===== src/rtl/game_ctrl_fsm.sv =====
// Game flow controller: sequences play, pause, level/world advance, life
// loss, win/lose screens and restart. Counters (level, world, lives) are
// registered; all other outputs are a Moore decode of the current state.
// Optional feature: define GAME_BONUS_LIFE_EN to award one life (saturating
// at LIVES_MAX) on every world advance.
module game_ctrl_fsm #(
  parameter int LEVEL_MAX    = 3,
  parameter int WORLD_MAX    = 6,
  parameter int START_LIVES  = 7,
  parameter int LIVES_MAX    = 15,
  parameter int LVL_W        = 3,
  parameter int WLD_W        = 3,
  parameter int LIV_W        = 5,
  parameter int DISP_TIMEOUT = 500000000
) (
  input  logic             clk,
  input  logic             rst,
  input  logic             continue_btn,
  input  logic             start_btn,
  input  logic             player_dead,
  input  logic             level_complete,
  input  logic             seqEnd,
  output logic [LVL_W-1:0] level,
  output logic [WLD_W-1:0] world,
  output logic [LIV_W-1:0] lives,
  output logic [2:0]       screen,
  output logic             playerDisable,
  output logic             resetSelect,
  output logic [2:0]       audioSelect,
  output logic             audioEnable
);

  localparam int TMR_W = $clog2(DISP_TIMEOUT) + 1;

  localparam logic [LVL_W-1:0] LEVEL_LAST = LVL_W'(LEVEL_MAX - 1);
  localparam logic [WLD_W-1:0] WORLD_LAST = WLD_W'(WORLD_MAX - 1);
  localparam logic [LIV_W-1:0] LIVES_INIT = LIV_W'(START_LIVES);
  localparam logic [LIV_W-1:0] LIVES_CAP  = LIV_W'(LIVES_MAX);
  localparam logic [TMR_W-1:0] TMR_LAST   = TMR_W'(DISP_TIMEOUT - 1);

  typedef enum logic [3:0] {
    INIT      = 4'd0,
    PLAY      = 4'd1,
    PAUSE     = 4'd2,
    LVL_UP    = 4'd3,
    LVL_DISP  = 4'd4,
    WLD_UP    = 4'd5,
    WLD_DISP  = 4'd6,
    LIFE_DECR = 4'd7,
    LIFE_WAIT = 4'd8,
    WIN       = 4'd9,
    WIN_WAIT  = 4'd10,
    LOSE      = 4'd11,
    LOSE_WAIT = 4'd12,
    RESET     = 4'd13
  } state_t;

  state_t           state, state_next;
  logic             start_q;
  logic             start_edge;
  logic [TMR_W-1:0] timer;
  logic             disp_done;

  assign start_edge = start_btn & ~start_q;
  assign disp_done  = (continue_btn & seqEnd) | (timer == TMR_LAST);

  // State register and start button edge-detect register
  always_ff @(posedge clk) begin
    if (rst) begin
      state   <= INIT;
      start_q <= 1'b0;
    end else begin
      state   <= state_next;
      start_q <= start_btn;
    end
  end

  // Display timer: restarts on every state change, saturates instead of wrapping
  always_ff @(posedge clk) begin
    if (rst || (state_next != state)) begin
      timer <= '0;
    end else if (timer != TMR_LAST) begin
      timer <= timer + TMR_W'(1);
    end
  end

  // Level / world / lives counters, updated while in the event states
  always_ff @(posedge clk) begin
    if (rst) begin
      level <= '0;
      world <= '0;
      lives <= LIVES_INIT;
    end else begin
      unique case (state)
        INIT, RESET: begin
          level <= '0;
          world <= '0;
          lives <= LIVES_INIT;
        end
        PLAY: begin
          // Final death zeroes lives together with the move to LOSE so the
          // lose screen already shows 0.
          if (player_dead && (lives <= LIV_W'(1))) lives <= '0;
        end
        LVL_UP: begin
          if (level < LEVEL_LAST) level <= level + LVL_W'(1);
        end
        WLD_UP: begin
          if (world < WORLD_LAST) world <= world + WLD_W'(1);
          level <= '0;
`ifdef GAME_BONUS_LIFE_EN
          if (lives < LIVES_CAP) lives <= lives + LIV_W'(1);
`endif
        end
        LIFE_DECR: begin
          if (lives != '0) lives <= lives - LIV_W'(1);
        end
        default: begin
        end
      endcase
    end
  end

  // Next-state selection and Moore output decode
  always_comb begin
    state_next    = state;
    screen        = 3'd0;
    playerDisable = 1'b1;
    resetSelect   = 1'b0;
    audioSelect   = 3'd7;
    audioEnable   = 1'b0;
    unique case (state)
      INIT: begin
        screen = 3'd1;
        if (continue_btn) state_next = PLAY;
      end
      PLAY: begin
        screen        = 3'd1;
        playerDisable = 1'b0;
        if (player_dead) begin
          state_next = (lives > LIV_W'(1)) ? LIFE_DECR : LOSE;
        end else if (level_complete) begin
          if (level < LEVEL_LAST)      state_next = LVL_UP;
          else if (world < WORLD_LAST) state_next = WLD_UP;
          else                         state_next = WIN;
        end else if (start_edge) begin
          state_next = PAUSE;
        end
      end
      PAUSE: begin
        screen = 3'd6;
        if (start_edge) state_next = PLAY;
      end
      LVL_UP: begin
        audioSelect = 3'd2;
        audioEnable = 1'b1;
        state_next  = LVL_DISP;
      end
      LVL_DISP: begin
        screen = 3'd4;
        if (disp_done) state_next = PLAY;
      end
      WLD_UP: begin
        audioSelect = 3'd3;
        audioEnable = 1'b1;
        state_next  = WLD_DISP;
      end
      WLD_DISP: begin
        screen = 3'd5;
        if (disp_done) state_next = PLAY;
      end
      LIFE_DECR: begin
        playerDisable = 1'b0;
        audioSelect   = 3'd4;
        audioEnable   = 1'b1;
        state_next    = LIFE_WAIT;
      end
      LIFE_WAIT: begin
        playerDisable = 1'b0;
        audioSelect   = 3'd1;
        if (!player_dead) state_next = PLAY;
      end
      WIN: begin
        screen      = 3'd3;
        audioSelect = 3'd5;
        audioEnable = 1'b1;
        state_next  = WIN_WAIT;
      end
      WIN_WAIT: begin
        screen = 3'd3;
        if (disp_done) state_next = RESET;
      end
      LOSE: begin
        screen      = 3'd2;
        audioSelect = 3'd6;
        audioEnable = 1'b1;
        state_next  = LOSE_WAIT;
      end
      LOSE_WAIT: begin
        screen = 3'd2;
        if (disp_done) state_next = RESET;
      end
      RESET: begin
        resetSelect = 1'b1;
        state_next  = INIT;
      end
      default: begin
        state_next = RESET;
      end
    endcase
  end

endmodule


===== config.mk =====
export PLATFORM = sky130hd
export DESIGN_NAME = game_ctrl_fsm
export DESIGN_NICKNAME = d
export VERILOG_FILES = /design/src/rtl/game_ctrl_fsm.sv
export SDC_FILE = /design/constraint.sdc
export NUM_CORES = 1
export LEC_CHECK = 0
export BUFFER_PORTS_ARGS = -buffer_cell sky130_fd_sc_hd__buf_2
export CORE_UTILIZATION = 45
export DETAILED_ROUTE_END_ITERATION = 16
export PLACE_DENSITY_LB_ADDON = 0.2
export RECOVER_POWER = 50
export SYNTH_ARGS = -nofsm -noshare
export SYNTH_HDL_FRONTEND = slang
export SYNTH_SLANG_ARGS = --single-unit

===== constraint.sdc =====
create_clock -name clk -period 1.9 [get_ports clk]
set_input_delay 0.19 -clock clk [delete_from_list [all_inputs] [get_ports clk]]
set_output_delay 0.19 -clock clk [all_outputs]
set_load 0.03 [all_outputs]

# [Word-level counts from Yosys, hierarchy flattened]
# Index checks and enable logic that the tools add are counted.
# W data, S select, Z words.
[word_totals] register_bits=46 in_bits=7 word_cells=81 out_inout_bits=20
[classes] eq_ne=20 bitwise=4 mux=24 n_addsub=4 magnitude_cmp=4 reduce_logical=19
[op_table] op="$pmux W4 S12" n=1
[op_table] op="$mux W4" n=11
[op_table] op="$pmux W3 S6" n=2
[op_table] op="$add A30 B1 Y30 const B" n=1
[op_table] op="$eq A30 B29 Y1 const B" n=1
[op_table] op="$ne A30 B29 Y1 const B" n=1
[op_table] op="$eq A4 B4 Y1 const B" n=6
[op_table] op="$eq A4 B3 Y1 const B" n=4
[op_table] op="$pmux W5 S3" n=1
[op_table] op="$pmux W3 S2" n=2
[op_table] op="$reduce_or A2 Y1" n=6
[op_table] op="$mux W5" n=2
[op_table] op="$eq A4 B2 Y1 const B" n=2
[op_table] op="$ne A2 B2 Y1 const B" n=4
[op_table] op="$add A3 B1 Y3 const B" n=2
[op_table] op="$mux W3" n=2
[op_table] op="$reduce_or A3 Y1" n=2
[op_table] op="$gt A5 B1 Y1 const B" n=1
[op_table] op="$le A5 B1 Y1 const B" n=1
[op_table] op="$reduce_bool A5 Y1" n=1
[op_table] op="$reduce_or A5 Y1" n=1
[op_table] op="$sub A5 B1 Y5 const B" n=1
[op_table] op="$eq A4 B1 Y1 const B" n=1
[op_table] op="$logic_not A4 Y1" n=1
[op_table] op="other kinds (13)" n=18

# [Longest topological paths before layout]
[logic_depth] ltp_word=8 mapped_depth=9 depth_no_buf=7

# [Worst setup path after synthesis]
# No wires, ideal clock.
[synth_timing] path_type="reg-to-reg" startpoint="register lives[1]" endpoint="register timer[6]" t_required_ps=1813 setup_time_ps=87 path_buffers=1 slack_ps=-202 stages_incl_launch_ff=9 t_arrival_ps=2014 period_less_slack_ps=2102 cell_sequence="dfxtp_1 > inv_1 > ha_1 > o211ai_2 > a2111oi_4 > nor4_1 > o21ai_2 > buf_6 > nor4_4"
[synth_between] elab_chain_len=6
[synth_lines] item="start, declared" line="25" rtl="output logic [LIV_W-1:0] lives,"
[synth_lines] item="start signal, assigned" line="116" rtl="if (lives != '0) lives <= lives - LIV_W'(1);"
[synth_lines] item="$gt A5 B1 Y1" line="141" rtl="state_next = (lives > LIV_W'(1)) ? LIFE_DECR : LOSE;"
[synth_lines] item="$mux W4" line="141"
[synth_lines] item="$mux W4" line="140" rtl="if (player_dead) begin"
[synth_lines] item="$pmux W4 S12" line="132" rtl="unique case (state)"
[synth_lines] item="$ne A4 B4 Y1" line="80" rtl="if (rst || (state_next != state)) begin"
[synth_lines] item="$logic_or A1 B1 Y1" line="80"
[synth_lines] item="end signal, assigned" line="83" rtl="timer <= timer + TMR_W'(1);"
[synth_lines] item="end, declared" line="61" rtl="logic [TMR_W-1:0] timer;"
# Every way passes these cells.
# A chain may end at the register's enable or synchronous reset.

# [Worst setup path in the final report]
[layout_timing] startpoint="register lives[2]" endpoint="register timer[6]"
# Same word-level chain as after synthesis.

==> flow_summary.yaml <==
global_routing:
  grt.total_usage: 0.233
  antenna_found_initial: 0
  grt_max_degree: 16
  grt-ovfl-total: 0
  grt_pass1_wl_um: 11900
  grt_pass1_vias: 2514
worst_setup_path:
  cp.arrival_ps: 2150
  r2r-end: "timer[6]"
  crit_path_top_delay_cell: "a2111oi_4"
  worstPathCellList: "nor3_4 -> o211ai_4 -> a2111oi_4 -> o221a_2 -> o21ai_4 -> buf_12 -> nor4_4"
  reg2regPathDepth: 7
  crit-reg2reg-launch: "lives[2]"
  path_class: "register to register"
  cp_top_family: "compound AO/OA/AOI/OAI gates"
  endpoint_kind: "register"
  start_kind: "register"
  crit_buf_inv: 1
  critPathLaunch: "lives[2]"
  required_ps: 2120
  r2r_slack_ps: -30
  crit_fanout: 15
  slowest_delay_ps: 350
status:
  violations: "setup timing"
  status: "finished with violations"
logic_synthesis:
  synth_fp_nets: 369
  yosysWarningCount: 0
  synth_ff_type: "dfxtp_1"
  synth_top_area_frac: 0.324
  yosys-top-cells-area: "dfxtp_1, nor3_1, xnor2_1"
  netlist_area_sq_um: 2840
  async_flop_share: 0
  syn_area_per_cell_sq_um: 7.97
  synthCells: 356
  synth_seq_area_share: 0.324
  ys_ff_latch: 46
  synth_edf_count: 0
  ys_types: 60
  synth_top_cell_by_area: "dfxtp_1"
pwr:
  power.density_nw_per_um2: 920
  ir_drop_uv: 624
  p_leak_nw: 1.45
sta:
  worst_pin_slew_ps: 711
  hold_ws_ps: 156
  timing.final.hold_violations: 0
  fmax_mhz: 518
  final_max_slew_viol_count: 0
  finalClockSkew_ps: 4.08
  post-route-period-util: 1.02
  fin_crit_ps: 1930
  rsz0062_at_grt: "yes"
  relSlewSlack: 0.526
  setup_violations: 14
  worst_slack_ps: -30.9
floorplan:
  core_area_sq_um: 5990
  die_x_um: 81.4
  dieArea_sq_um: 6630
  io_pins: 27
  die_h_um: 81.4
  start_util: 0.474
  placementRows: 28
layout:
  drive_gt1_frac: 0.377
  layout.nets: 458
  multi_input_area_sq_um: 2070
  syn_to_final_growth_pct: 40.8
  diodes: 0
  register_area_sq_um: 955
  fillers: 484
job:
  max_cap_viol_count: 0
clock_tree:
  cts_root_buffer: "clkbuf_8"
  cts.clk_slew.worst_paths_ps: 90
  cts_tree: "yes"
  cts_buffers: 5
  clk_latency_ps: 300
  cts_buffer_depth: 2
  cts_max_level: 2
  numClockSinks: 46
place:
  place_congestion: 0.905
  dp_slack_ps: -140
  io_buffers: 26
  dp_hpwl_um: 5100
detailed_routing:
  via_count: 2882
  wl_per_cell_um: 15.1
  ant_nets: 0
  dr.first_iter.drc_count: 165
  vias_per_cell: 5.53
  routed_wl_um: 7860
  drc: 0
  first_pass_iters: 4
hold_path:
  hold_path_class: "input port to register"
  hold_start: "start_btn"
  hold-path-endpoint: "start_q"
  hold_path_depth: 2
==> report_power, final <==
part	total (mW)	switching, mW	internal [mW]
Combinational	1.95	1.14	0.809
Clock	0.613	0.352	0.260
Sequential	1.11	0.0840	1.03
Total	3.68	1.58	2.10
==> flip-flops by register name, indices dropped and copies added, names as in the netlist <==
| name | cells |
|---|---|
| timer | 30 |
| lives | 5 |
| state | 4 |
| level | 3 |
| world | 3 |
| start_q | 1 |
==> final cells by class <==
| class | instances | share of cell area |
|---|---|---|
| multi-input cells | 280 | 0.518 |
| well taps | 75 | 0.0235 |
| inverters | 10 | 0.0100 |
| flip-flops and latches | 46 | 0.239 |
| repair buffers | 102 | 0.188 |
| clock inverters | 2 | 0.00344 |
| clock buffers | 6 | 0.0182 |
==> synthesized netlist by cell type, types with 3 or more instances <==
cell and n:
o21ai_0 8, inv_1 9, nor2b_1 6, nand2_1 20, nand4_1 6, o21a_1 5, xor2_1 7, nor4_1 6
and3_1 4, or3_1 5, dfxtp_1 46, buf_2 11, xnor2_1 25, and2_1 5, nor2_1 36, nor3_2 3
o21bai_1 5, clkbuf_1 4, nand2b_1 4, nand3_1 14, a21oi_1 27, a31oi_1 3, ha_1 6, nor3_1 45
==> cell families (layout without fill, tap and decap cells) <==
| logic type | count (synthesis) | count (layout) | share of synthesized area |
|---|---|---|---|
| simple gates | 175 | 175 | 0.341 |
| fa+ha+maj | 6 | 6 | 0.0264 |
| compound gates | 66 | 66 | 0.157 |
| xor+xnor | 32 | 32 | 0.0987 |
| flops | 46 | 46 | 0.324 |
| mux | 1 | 1 | 0.00353 |
| buf+inv | 30 | 120 | 0.0489 |
==> repair_timing <==
action,in CTS,in global routing
pin swaps,4,24
hold buffers,0,0
endpoints found under the setup margin,39,39
gates resized for setup,29,60
buffers inserted,7,9
gates cloned,2,1
endpoints found under the hold margin,0,0
==> metrics by stage <==
step | cell area, sq um | TNS [ps] | cells | total power [mW] | util
2_1_floorplan | 2860 | 0 | 356 | 2.16 | -
5_1_grt | 4000 | -2080 | 521 | 3.87 | 0.667
6_report | 4000 | -209 | 521 | 3.68 | 0.667
3_5_place_dp | 3420 | -2850 | 494 | 2.67 | 0.571
4_1_cts | 3700 | -714 | 511 | 3.43 | 0.618
3_3_place_gp | 3420 | -722 | 494 | 2.65 | 0.571
==> cells in the final DEF, fill, tap and decap left out, types with 6 or more instances in the layout <==
cell type,netlist,final
clkbuf_1,4,15
dfxtp_1,46,31
nand4_1,6,6
nand2_1,20,19
buf_2,11,11
nor3_1,45,29
nor2_1,36,33
dfxtp_2,0,9
inv_1,9,8
buf_4,1,66
a21oi_1,27,26
dfxtp_4,0,6
xor2_1,7,7
xnor2_1,25,25
nor3_2,3,16
nand3_1,14,13
==> worst max-delay path by stage <==
| stage | to | slack [ps] | cells after the start |
|---|---|---|---|
| 2_1_floorplan | audioSelect[2] | 40 | 5 |
| 4_1_cts | timer[6] | -70 | 7 |
| 3_5_place_dp | timer[23] | -140 | 7 |
| 6_report | timer[6] | -30 | 7 |
| 5_1_grt | timer[14] | -80 | 8 |
| 3_3_place_gp | timer[23] | -40 | 7 |
==> metal layers <==
metal	vias to the layer above	GRT usage	share of wire
met4	0	0.0571	0.012
met1	1354	0.346	0.49
met3	11	0.0400	0.036
met5	-	0	0
li1	1452	-	-
met2	65	0.347	0.46
Note: power is estimated with default switching activity, not from simulation.
